==> src/rtl/pipe_hazard_ctrl_pkg.sv <==
// Shared types and defaults for the pipeline hazard controller.
package ctrl_pkg;

  // Controller state; the 2-bit encoding is visible on ctrl_state.
  typedef enum logic [1:0] {
    ST_RUN     = 2'd0,
    ST_LDUSE   = 2'd1,
    ST_BRFLUSH = 2'd2,
    ST_MEMWAIT = 2'd3
  } ctrl_state_e;

  localparam int unsigned MEM_TIMEOUT_DEF = 255;
  localparam int          STALL_CNT_W     = 32;
  localparam int          FLUSH_CNT_W     = 16;

endpackage

==> src/rtl/pipe_hazard_ctrl_if.sv <==
// Hazard-controller bundle: pipeline status in, hold/flush/status out.
interface pipe_hazard_ctrl_if;
  import ctrl_pkg::*;

  logic [4:0]             rs1_idx_fromIF;
  logic [4:0]             rs2_idx_fromIF;
  logic [4:0]             rd_idx_fromID;
  logic                   mem_rd_fromID;
  logic                   br_taken;
  logic                   dmem_req;
  logic                   dmem_ready;
  logic                   imem_ready;
  logic                   pc_hold;
  logic                   ifid_hold;
  logic                   idex_hold;
  logic                   exmem_hold;
  logic                   flush_IF;
  logic                   flush_ID;
  logic [1:0]             ctrl_state;
  logic [STALL_CNT_W-1:0] stall_cnt;
  logic [FLUSH_CNT_W-1:0] flush_cnt;
  logic                   mem_timeout;

  // Pipeline side: drives status, consumes controls.
  modport master (
    output rs1_idx_fromIF, rs2_idx_fromIF, rd_idx_fromID, mem_rd_fromID,
           br_taken, dmem_req, dmem_ready, imem_ready,
    input  pc_hold, ifid_hold, idex_hold, exmem_hold, flush_IF, flush_ID,
           ctrl_state, stall_cnt, flush_cnt, mem_timeout
  );

  // Controller side.
  modport slave (
    input  rs1_idx_fromIF, rs2_idx_fromIF, rd_idx_fromID, mem_rd_fromID,
           br_taken, dmem_req, dmem_ready, imem_ready,
    output pc_hold, ifid_hold, idex_hold, exmem_hold, flush_IF, flush_ID,
           ctrl_state, stall_cnt, flush_cnt, mem_timeout
  );
endinterface

==> src/rtl/pipe_hazard_ctrl_sat_counter.sv <==
// Saturating up-counter with enable and asynchronous reset.
module sat_counter #(
  parameter int W = 8
) (
  input  logic         clk,
  input  logic         rst,
  input  logic         en,
  output logic [W-1:0] cnt
);

  logic [W-1:0] cnt_q, cnt_d;

  // Step by one when enabled, stick at all-ones.
  always_comb begin
    cnt_d = cnt_q;
    if (en && (cnt_q != '1)) cnt_d = cnt_q + 1'b1;
  end

  // Count register.
  always_ff @(posedge clk or posedge rst) begin
    if (rst) cnt_q <= '0;
    else     cnt_q <= cnt_d;
  end

  assign cnt = cnt_q;

endmodule

==> src/rtl/pipe_hazard_ctrl.sv <==
// Pipeline hazard controller: decodes hold/flush controls from the current
// state and pipeline status, and tracks stall/redirect/timeout statistics.
module pipe_hazard_ctrl
  import ctrl_pkg::*;
#(
  parameter int unsigned MEM_TIMEOUT = MEM_TIMEOUT_DEF
) (
  input  logic               clk,
  input  logic               rst,
  pipe_hazard_ctrl_if.slave  hif
);

  // Wide enough to hold MEM_TIMEOUT itself; the counter parks there.
  localparam int WAIT_W = (MEM_TIMEOUT < 2) ? 1 : $clog2(MEM_TIMEOUT + 1);
  localparam logic [WAIT_W-1:0] WAIT_MAX = WAIT_W'(MEM_TIMEOUT);

  ctrl_state_e       state_q, state_d;
  logic [WAIT_W-1:0] wait_q, wait_d, wait_inc;
  logic              timeout_q, timeout_d;

  logic mem_wait, load_use;
  logic pc_hold, ifid_hold, idex_hold, exmem_hold, flush_if, flush_id;
  logic redirect;

  // A pending data access not yet acknowledged stalls the whole pipe.
  assign mem_wait = hif.dmem_req & ~hif.dmem_ready;

  // Register 0 is hard-wired, so a load into it can never be a hazard.
  assign load_use = hif.mem_rd_fromID && (hif.rd_idx_fromID != 5'd0) &&
                    ((hif.rd_idx_fromID == hif.rs1_idx_fromIF) ||
                     (hif.rd_idx_fromID == hif.rs2_idx_fromIF));

  // Priority decode: memory wait > redirect > load-use > fetch wait.
  // A released MEMWAIT behaves like RUN; LDUSE/BRFLUSH mask their own event.
  always_comb begin
    state_d    = ST_RUN;
    pc_hold    = 1'b0;
    ifid_hold  = 1'b0;
    idex_hold  = 1'b0;
    exmem_hold = 1'b0;
    flush_if   = 1'b0;
    flush_id   = 1'b0;
    redirect   = 1'b0;
    if (rst) begin
      state_d = ST_RUN;
    end else if (mem_wait) begin
      pc_hold    = 1'b1;
      ifid_hold  = 1'b1;
      idex_hold  = 1'b1;
      exmem_hold = 1'b1;
      state_d    = ST_MEMWAIT;
    end else if (hif.br_taken && (state_q != ST_BRFLUSH)) begin
      flush_if = 1'b1;
      flush_id = 1'b1;
      redirect = 1'b1;
      state_d  = ST_BRFLUSH;
    end else if (load_use && (state_q != ST_LDUSE)) begin
      pc_hold   = 1'b1;
      ifid_hold = 1'b1;
      flush_id  = 1'b1;
      state_d   = ST_LDUSE;
    end else if (!hif.imem_ready) begin
      // Fetch bubble: the one-cycle states still fall back to RUN.
      pc_hold   = 1'b1;
      ifid_hold = 1'b1;
      flush_id  = 1'b1;
      state_d   = ST_RUN;
    end
  end

  // Consecutive memory-wait cycles; timeout is sticky until reset.
  always_comb begin
    wait_inc  = (wait_q == WAIT_MAX) ? wait_q : wait_q + 1'b1;
    wait_d    = '0;
    timeout_d = timeout_q;
    if (mem_wait) begin
      wait_d = wait_inc;
      if (wait_inc >= WAIT_MAX) timeout_d = 1'b1;
    end
  end

  // State, wait counter and timeout flag.
  always_ff @(posedge clk or posedge rst) begin
    if (rst) begin
      state_q   <= ST_RUN;
      wait_q    <= '0;
      timeout_q <= 1'b0;
    end else begin
      state_q   <= state_d;
      wait_q    <= wait_d;
      timeout_q <= timeout_d;
    end
  end

  sat_counter #(.W(STALL_CNT_W)) u_stall_cnt (
    .clk (clk),
    .rst (rst),
    .en  (pc_hold),
    .cnt (hif.stall_cnt)
  );

  sat_counter #(.W(FLUSH_CNT_W)) u_flush_cnt (
    .clk (clk),
    .rst (rst),
    .en  (redirect),
    .cnt (hif.flush_cnt)
  );

  assign hif.pc_hold     = pc_hold;
  assign hif.ifid_hold   = ifid_hold;
  assign hif.idex_hold   = idex_hold;
  assign hif.exmem_hold  = exmem_hold;
  assign hif.flush_IF    = flush_if;
  assign hif.flush_ID    = flush_id;
  assign hif.ctrl_state  = state_q;
  assign hif.mem_timeout = timeout_q;

endmodule

==> src/flat_wrapper.sv <==
// flat-port wrapper written by rule: the top's interface ports become plain ports
module pipe_hazard_ctrl_flat import ctrl_pkg::*;
#(
  parameter int unsigned MEM_TIMEOUT = MEM_TIMEOUT_DEF
)
  (clk, rst, hif_rs1_idx_fromIF, hif_rs2_idx_fromIF, hif_rd_idx_fromID, hif_mem_rd_fromID, hif_br_taken, hif_dmem_req, hif_dmem_ready, hif_imem_ready, hif_pc_hold, hif_ifid_hold, hif_idex_hold, hif_exmem_hold, hif_flush_IF, hif_flush_ID, hif_ctrl_state, hif_stall_cnt, hif_flush_cnt, hif_mem_timeout);
  pipe_hazard_ctrl_if hif_i ();
  input  logic clk;
  input  logic rst;
  input wire logic [$bits(hif_i.rs1_idx_fromIF)-1:0] hif_rs1_idx_fromIF;
  input wire logic [$bits(hif_i.rs2_idx_fromIF)-1:0] hif_rs2_idx_fromIF;
  input wire logic [$bits(hif_i.rd_idx_fromID)-1:0] hif_rd_idx_fromID;
  input wire logic [$bits(hif_i.mem_rd_fromID)-1:0] hif_mem_rd_fromID;
  input wire logic [$bits(hif_i.br_taken)-1:0] hif_br_taken;
  input wire logic [$bits(hif_i.dmem_req)-1:0] hif_dmem_req;
  input wire logic [$bits(hif_i.dmem_ready)-1:0] hif_dmem_ready;
  input wire logic [$bits(hif_i.imem_ready)-1:0] hif_imem_ready;
  output wire logic [$bits(hif_i.pc_hold)-1:0] hif_pc_hold;
  output wire logic [$bits(hif_i.ifid_hold)-1:0] hif_ifid_hold;
  output wire logic [$bits(hif_i.idex_hold)-1:0] hif_idex_hold;
  output wire logic [$bits(hif_i.exmem_hold)-1:0] hif_exmem_hold;
  output wire logic [$bits(hif_i.flush_IF)-1:0] hif_flush_IF;
  output wire logic [$bits(hif_i.flush_ID)-1:0] hif_flush_ID;
  output wire logic [$bits(hif_i.ctrl_state)-1:0] hif_ctrl_state;
  output wire logic [$bits(hif_i.stall_cnt)-1:0] hif_stall_cnt;
  output wire logic [$bits(hif_i.flush_cnt)-1:0] hif_flush_cnt;
  output wire logic [$bits(hif_i.mem_timeout)-1:0] hif_mem_timeout;
  assign hif_i.rs1_idx_fromIF = hif_rs1_idx_fromIF;
  assign hif_i.rs2_idx_fromIF = hif_rs2_idx_fromIF;
  assign hif_i.rd_idx_fromID = hif_rd_idx_fromID;
  assign hif_i.mem_rd_fromID = hif_mem_rd_fromID;
  assign hif_i.br_taken = hif_br_taken;
  assign hif_i.dmem_req = hif_dmem_req;
  assign hif_i.dmem_ready = hif_dmem_ready;
  assign hif_i.imem_ready = hif_imem_ready;
  assign hif_pc_hold = hif_i.pc_hold;
  assign hif_ifid_hold = hif_i.ifid_hold;
  assign hif_idex_hold = hif_i.idex_hold;
  assign hif_exmem_hold = hif_i.exmem_hold;
  assign hif_flush_IF = hif_i.flush_IF;
  assign hif_flush_ID = hif_i.flush_ID;
  assign hif_ctrl_state = hif_i.ctrl_state;
  assign hif_stall_cnt = hif_i.stall_cnt;
  assign hif_flush_cnt = hif_i.flush_cnt;
  assign hif_mem_timeout = hif_i.mem_timeout;
  pipe_hazard_ctrl #(.MEM_TIMEOUT(MEM_TIMEOUT)) u_core (.clk(clk), .rst(rst), .hif(hif_i));
endmodule
==> config.mk <==
export PLATFORM = sky130hd
export DESIGN_NAME = pipe_hazard_ctrl_flat
export DESIGN_NICKNAME = d
export VERILOG_FILES = /design/src/rtl/pipe_hazard_ctrl_pkg.sv /design/src/rtl/pipe_hazard_ctrl_if.sv /design/src/rtl/pipe_hazard_ctrl_sat_counter.sv /design/src/rtl/pipe_hazard_ctrl.sv /design/src/flat_wrapper.sv
export SDC_FILE = /design/constraint.sdc
export NUM_CORES = 1
export LEC_CHECK = 0
export BUFFER_PORTS_ARGS = -buffer_cell sky130_fd_sc_hd__buf_2
export CAP_MARGIN = 20
export CORE_MARGIN = 3
export CORE_UTILIZATION = 40
export DETAILED_ROUTE_END_ITERATION = 10
export PLACE_DENSITY_LB_ADDON = 0.2
export SLEW_MARGIN = 5
export SYNTH_ARGS = -nofsm -noshare
export SYNTH_HDL_FRONTEND = slang
export SYNTH_SLANG_ARGS = --single-unit
==> constraint.sdc <==
create_clock -name clk -period 2.4 [get_ports clk]
set_clock_uncertainty 0.2 [all_clocks]
set_input_delay 0 -clock clk [delete_from_list [all_inputs] [get_ports clk]]
set_output_delay 0 -clock clk [all_outputs]
set_load 0.01 [all_outputs]
==> results of run 1 <==
==> path summary, 6_finish.rpt <==
path                                      startpoint                         end  slack (ps)
max                        u_core.u_stall_cnt.cnt[0]  u_core.u_stall_cnt.cnt[16]         180
min                                   hif_imem_ready  u_core.u_stall_cnt.cnt[30]          30
max reg2reg                u_core.u_stall_cnt.cnt[0]  u_core.u_stall_cnt.cnt[16]         180
min reg2reg                   u_core.hif.mem_timeout      u_core.hif.mem_timeout         260
max in group asynchronous                        rst            u_core.wait_q[2]        1170
min in group asynchronous                        rst  u_core.u_stall_cnt.cnt[30]         340
==> flip-flops by register name, summed over array words and instances, names as in the netlist <==
register / flops
u_core.hif.mem_timeout: 1
u_core.u_stall_cnt.cnt: 32
u_core.u_flush_cnt.cnt: 16
u_core.hif.ctrl_state: 2
u_core.wait_q: 8
==> worst register-to-register path, delay by kind of cell (launching register included) <==
family                   cells  cell delay (ps)
AND/OR/NAND/NOR              4              640
adder cells (fa/ha/maj)      1              210
AO/OA/AOI/OAI                1              340
flip-flops                   1              380
buffers and inverters        1              200
XOR/XNOR                     1              150
==> repair_timing <==
item                                    in CTS  in global routing
endpoints found under the hold margin       65                  0
resized for setup                            0                  1
setup buffers                                0                  0
endpoints found under the setup margin       0                 19
hold buffers                                 8                  0
==> cell usage in the layout, fill, tap and decap left out, types with 6 or more instances in the layout <==
cell and n:
nand2_1 25, clkbuf_8 10, buf_4 15, xnor2_1 36, inv_1 6, nand3_2 6, a21oi_1 8, dfrtp_1 59
nand3_1 10, nand4_1 19, xor2_1 22, buf_2 78, dlygate4sd3_1 8, nor2_1 13, and3_1 13
==> stage by stage <==
stage / instances / area (um^2) / total power (W) / setup slack [ps] / hold slack [ps]
2_1_floorplan: 280 / 3020 / 0.00139 / 25.7 / -137
3_3_place_gp: 465 / 3590 / 0.00158 / 214 / -222
3_5_place_dp: 465 / 3590 / 0.00159 / 193 / -229
4_1_cts: 489 / 3860 / 0.00249 / 139 / 13.4
5_1_grt: 489 / 3860 / 0.00260 / 14.1 / 60.9
6_report: 489 / 3860 / 0.00245 / 180 / 33.3
==> routing by layer <==
metal	routed length, um	vias up	part of all wire	GRT usage
li1	-	1199	-	-
met1	3340	1163	0.49	0.232
met2	2970	65	0.44	0.250
met3	404	6	0.059	0.0439
met4	83	0	0.012	0.0684
met5	0	-	0	0
==> cells by family (layout without fill, tap and decap cells) <==
kind of cell             after synthesis  after routing  share of synthesized area
AO/OA/AOI/OAI                         28             28                     0.0651
buffers and inverters                 15            125                     0.0332
adder cells (fa/ha/maj)                3              3                     0.0124
XOR/XNOR                              58             58                      0.168
AND/OR/NAND/NOR                      115            115                      0.224
multiplexers                           2              2                    0.00747
flip-flops                            59             59                      0.489
==> cell usage after synthesis (all sizes together), types with 6 or more instances <==
library cell | n | area, um^2
and4 | 6 | 55.1
nand4 | 21 | 144
xnor2 | 36 | 315
inv | 7 | 26.3
xor2 | 22 | 193
and3 | 13 | 81.3
dfrtp | 59 | 1480
nand3 | 16 | 110
nor2 | 13 | 48.8
nand2 | 25 | 93.8
nor3 | 6 | 35.0
buf | 7 | 70.1
a21oi | 9 | 48.8
==> power breakdown <==
| part | internal [W] | switching, W |
|---|---|---|
| clock network | 0.000508 | 0.000372 |
| logic | 0.000196 | 0.000226 |
| registers | 0.00107 | 0.0000826 |
==> area by class of cell <==
type / count / area (um^2) / area share
Clock buffer: 14 / 153 / 0.0395
Clock inverter: 2 / 35.0 / 0.00907
Inverter: 7 / 30.0 / 0.00777
Multi-Input combinational cell: 206 / 1440 / 0.373
Sequential cell: 59 / 1480 / 0.382
Tap cell: 99 / 124 / 0.0321
Timing Repair Buffer: 102 / 603 / 0.156
==> results.sh, run 1 <==
export IMPL_area_delta_synth_final_pct=28.1
export IMPL_setup_viol=0
export IMPL_wl_per_cell_um=13.9
export IMPL_crit_buf_inv=1
export IMPL_hold_viol=0
export IMPL_grt_overflow=0
export IMPL_fp_coreArea_mm2=0.00729
export IMPL_io_pins=79
export IMPL_ys_async_sr_fraction=1.00
export IMPL_slowest_delay_ps=380
export IMPL_critical_path_slowest_cell="dfrtp_1"
export IMPL_postRouteAntennaNets=0
export IMPL_period_needed_ps=2220
export IMPL_status="finished, final reports clean"
export IMPL_tns_ps=0
export IMPL_fin_crit_sh=0.925
export IMPL_clk_latency_ps=330
export IMPL_initial_utilization=0.414
export IMPL_cts_root_buffer="clkbuf_8"
export IMPL_slew_violations=0
export IMPL_start_kind="flip-flop"
export IMPL_grt_total_usage=0.168
export IMPL_cp_depth=8
export IMPL_h_tree_depth=3
export IMPL_endpoint_kind="flip-flop"
export IMPL_yosysWarnings=0
export IMPL_routed_via_density=4.98
export IMPL_grt_pass1_vias=2411
export IMPL_synthFlopType="dfrtp_1"
export IMPL_syn_inst=280
export IMPL_timing_critical_path_max_delay_family="simple AND/OR/NAND/NOR gates"
export IMPL_grt_max_degree=54
export IMPL_cp_data_arrival_time_ps=2230
export IMPL_fmax_mhz=450
export IMPL_seq_area_frac_synth=0.489
export IMPL_cp_cell_sequence="ha_1, and3_1, nor2b_2, nand3_1, o211a_1, buf_12, nand4_1, xnor2_1"
export IMPL_antenna_found_initial=0
export IMPL_holdCritPathClass="input port to flip-flop"
export IMPL_layout_drive_gt1_share=0.318
export IMPL_final_core_util=0.530
export IMPL_cts_buffer_depth=2
export IMPL_synth_edff_count=0
export IMPL_syn_area_per_cell_um2=10.8
export IMPL_fp_row_count=31
export IMPL_drc=0
export IMPL_cp_max_fo=18
export IMPL_clkSinkCount=59
export IMPL_io_buffers=78
export IMPL_grt_pass1_wl_mm=11.5
export IMPL_cellLeakagePower_nw=1.92
export IMPL_gp_congestion=0.773
export IMPL_cts_tree="done"
export IMPL_synth_nets=305
export IMPL_peakVddDrop_mv=0.364
export IMPL_relSlewSlack=0.550
export IMPL_wirelength_mm=6.80
export IMPL_antenna_cells=0
export IMPL_dr_pass1_iters=4
export IMPL_nNetsFinal=410
export IMPL_clk_pin_slew_ps=70
export IMPL_syn_cell_area_mm2=0.00302
export IMPL_vias=2433
export IMPL_cap_viol_max_count=0
export IMPL_synth_distinct_cells=49
export IMPL_ys_ff_latch=59
export IMPL_reg2reg_depth=8
export IMPL_tightest_slew_ps=675
export IMPL_rsz0062_at_grt="false"
export IMPL_required_ps=2410
export IMPL_fillCellCount=683
export IMPL_crit_type="flip-flop to flip-flop"
export IMPL_drt_iter0_drc=102
export IMPL_die_w_um=92.8
export IMPL_die_area_mm2=0.00862
export IMPL_dp_hpwl_mm=4.89
export IMPL_cts_made_buffers=9
export IMPL_die_h_um=92.8
export IMPL_hold_depth=5
export IMPL_power_density_mw_per_mm2=635
(Power assumes the default switching activity.)
==> run 2, diff against run 1 <==
SYNTH_HIERARCHICAL = 1   (was unset)
==> run 2 against run 1 <==
Net effect: the run now ends with negative setup slack left; register-to-register slack got worse by 320 ps; count of clock-buffer cells in the layout is 5 lower; synthesized area rose by 5.1%; die area grew 4.7%; sequential cell count unchanged; worst hold slack improved by 34 ps; cell count increased by 5.3%; fmax decreased by 12%; non-clock buffer count increased by 7; final area increased by 7.5%; critical path depth up 1; sequential power increased by 6%.
==> results.sh, run 2 <==
export IMPL_ys_ff_latch=59
export IMPL_cts_tree="done"
export IMPL_fmax_mhz=394
export IMPL_hold_depth=5
export IMPL_yosysWarnings=6
export IMPL_hold_end="u_core/hif.ctrl_state[0]"
export IMPL_die_area_mm2=0.00903
export IMPL_dp_slack_ps=-160
export IMPL_use_met3=0.0608
export IMPL_critical_path_slowest_cell="or4_4"
export IMPL_fp_coreArea_mm2=0.00749
export IMPL_gp_congestion=0.795
export IMPL_largest_reg_flops=32
export IMPL_grt_pass1_vias=2668
export IMPL_syn_area_per_cell_um2=10.6
export IMPL_multi_input_area_mm2=0.00170
export IMPL_holdCritPathClass="input port to flip-flop"
export IMPL_cts_made_buffers=9
export IMPL_synth_nets=325
export IMPL_fp_row_count=31
export IMPL_grt_busiest_layer="met2"
export IMPL_cts_root_buffer="clkbuf_8"
export IMPL_cap_viol_max_count=0
export IMPL_clk_latency_ps=330
export IMPL_intPower_w=0.00181
export IMPL_clk_pin_slew_ps=70
export IMPL_die_h_um=95.0
export IMPL_grt_total_usage=0.175
export IMPL_use_met2=0.292
export IMPL_syn_inst=300
export IMPL_clkPwrFrac=0.327
export IMPL_start_kind="flip-flop"
export IMPL_final_cell_mix="78 x buf_2, 59 x dfrtp_1, 46 x xnor2_1, 26 x nand3_1, 24 x buf_4"
export IMPL_grt_overflow=0
export IMPL_crit_buf_inv=1
export IMPL_seq_area_frac_synth=0.466
export IMPL_ys_async_sr_fraction=1.00
export IMPL_initial_utilization=0.423
export IMPL_crit_reg2reg_launch="u_core/hif.ctrl_state[0]"
export IMPL_synth_area_top_cells="dfrtp_1 47%, xnor2_1 13%, nand3_1 4.9%"
export IMPL_rsz0062_at_grt="true"
export IMPL_slew_violations=0
export IMPL_layout_drive_gt1_share=0.365
export IMPL_required_ps=2420
export IMPL_wl_per_cell_um=14.6
export IMPL_cp_cell_sequence="a221oi_2, a21boi_2, o22ai_2, nand3_2, or4_4, a311oi_4, buf_4, nand4_1, xnor2_1"
export IMPL_status="finished with violations"
export IMPL_timing_critical_path_max_delay_family="compound AO/OA/AOI/OAI gates"
export IMPL_synth_distinct_cells=48
export IMPL_die_w_um=95.0
export IMPL_cp_data_arrival_time_ps=2560
export IMPL_pwr_share_comb=0.204
export IMPL_routed_via_density=5.26
export IMPL_synth_edff_count=0
export IMPL_grt_max_degree=33
export IMPL_postRouteAntennaNets=0
export IMPL_io_pins=79
export IMPL_hp_start="hif_mem_rd_fromID"
export IMPL_wirelength_mm=7.50
export IMPL_synthFlopType="dfrtp_1"
export IMPL_period_needed_ps=2540
export IMPL_area_delta_synth_final_pct=31.1
export IMPL_hold_viol=0
export IMPL_crit_type="flip-flop to flip-flop"
export IMPL_r2r_end="u_core/u_stall_cnt/cnt[23]"
export IMPL_vias=2708
export IMPL_antenna_cells=0
export IMPL_dr_pass1_iters=4
export IMPL_whs_ps=66.9
export IMPL_relSlewSlack=0.599
export IMPL_fin_crit_sh=1.06
export IMPL_syn_cell_area_mm2=0.00317
export IMPL_antenna_found_initial=0
export IMPL_synth_top_area_cell="dfrtp_1"
export IMPL_slowest_delay_ps=430
export IMPL_endpoint_kind="flip-flop"
export IMPL_drc=0
export IMPL_clkSinkCount=59
export IMPL_drt_iter0_drc=67
export IMPL_cellLeakagePower_nw=2.05
export IMPL_yosysMostFrequentCell="dfrtp_1"
export IMPL_grt_util_met1=0.221
export IMPL_peakVddDrop_mv=0.547
export IMPL_cts_buffer_depth=2
export IMPL_p_switching_w=0.000786
export IMPL_tightest_slew_ps=601
export IMPL_seqPwrFrac=0.469
export IMPL_layout_commonest_cell="buf_2"
export IMPL_fillCellCount=697
export IMPL_io_buffers=78
export IMPL_h_tree_depth=3
export IMPL_synth_top_area_share=0.466
export IMPL_r2r_setup_slack_ps=-140
export IMPL_setup_viol=16
export IMPL_grt_pass1_wl_mm=12.5
export IMPL_dp_hpwl_mm=5.45
export IMPL_swShare=0.302
export IMPL_seq_area_mm2=0.00148
export IMPL_power_density_mw_per_mm2=626
export IMPL_cp_max_fo=4
export IMPL_reg2reg_depth=9
export IMPL_violations="negative setup slack"
export IMPL_synth_common_cells="59 x dfrtp_1, 48 x xnor2_1, 31 x nand3_1, 22 x nand2_1, 16 x and3_1"
export IMPL_nNetsFinal=437
export IMPL_setup_ws_ps=-136
==> run 2: changes by cell type after synthesis, moves of 3 or more <==
cell / delta
a211oi_1: +4
a31oi_1: +4
and3_1: +3
mux2i_1: +3
nand2_1: -3
nand3_1: +21
nand3_2: -6
nand4_1: -4
xnor2_1: +12
xor2_1: -19
==> run 2: worst max-delay path by stage <==
stage | start | endpoint | slack, ps | depth (start not counted)
after floorplan | u_core/hif.ctrl_state[0] | u_core/u_stall_cnt/cnt[31] | -360 | 9
after global placement | u_core/hif.ctrl_state[0] | u_core/u_stall_cnt/cnt[31] | -100 | 9
after detailed placement | u_core/hif.ctrl_state[0] | u_core/u_stall_cnt/cnt[23] | -160 | 9
after CTS | u_core/hif.ctrl_state[0] | u_core/u_stall_cnt/cnt[31] | -140 | 9
after global routing | u_core/hif.ctrl_state[0] | u_core/u_stall_cnt/cnt[21] | -290 | 9
final | u_core/hif.ctrl_state[0] | u_core/u_stall_cnt/cnt[23] | -140 | 9
==> run 2: power groups by stage <==
| stage | Sequential [W] | Clock, W | Combinational (W) |
|---|---|---|---|
| 4_1_cts | 0.00122 | 0.000887 | 0.000539 |
| 3_5_place_dp | 0.00123 | 0 | 0.000523 |
| 5_1_grt | 0.00124 | 0.000933 | 0.000593 |
| 6_report | 0.00122 | 0.000850 | 0.000531 |
| 2_1_floorplan | 0.00127 | 0 | 0.000237 |
| 3_3_place_gp | 0.00123 | 0 | 0.000513 |
==> run 2: cell type report <==
class,count,share of cell area
clock buffers,9,0.0298
clock inverters,6,0.0139
inverters,8,0.00723
multi-input cells,225,0.410
flip-flops and latches,59,0.355
well taps,99,0.0298
repair buffers,109,0.154
==> run 2: cell families (layout without fill, tap and decap cells) <==
| group | Yosys count | after routing | synth area share |
|---|---|---|---|
| adders and majority gates | 3 | 3 | 0.0118 |
| and+or+nand+nor | 129 | 129 | 0.247 |
| DFF | 59 | 59 | 0.466 |
| muxes | 6 | 6 | 0.0201 |
| xor gates and xnor gates | 51 | 51 | 0.141 |
| AOI/OAI and AO/OA | 36 | 36 | 0.0896 |
| buffers and inverters | 16 | 132 | 0.0245 |
==> run 2: routing by layer <==
metal  up-vias  wire length, um
met2        56             3850
met5         -                0
met3         4              344
met1      1328             3270
li1       1320                -
met4         0               32
==> run 2: worst register-to-register path, delay by kind of cell, from the launching register on <==
family,cells,cell delay (ps)
AOI/OAI and AO/OA,4,830
xor gates and xnor gates,1,160
buffers and inverters,1,180
DFF,1,390
and+or+nand+nor,3,670
==> run 2: repair_timing <==
| action | in CTS | in global routing |
|---|---|---|
| hold buffers | 6 | 0 |
| hold endpoints to repair | 69 | 0 |
| endpoints found under the setup margin | 19 | 26 |
| resized for setup | 3 | 10 |
| pin swaps | 7 | 2 |
| buffers inserted | 2 | 0 |
==> run 2: stage by stage <==
step / util / instances / setup TNS [ps] / instance area [um^2] / total power, W
floorplan: - / 300 / -4610 / 3200 / 0.00151
finish: 0.555 / 515 / -1100 / 4160 / 0.00260
global route: 0.555 / 515 / -4060 / 4160 / 0.00277
detailed placement: 0.512 / 492 / -1590 / 3830 / 0.00176
global placement: 0.512 / 492 / -756 / 3830 / 0.00174
CTS: 0.548 / 515 / -1500 / 4100 / 0.00264
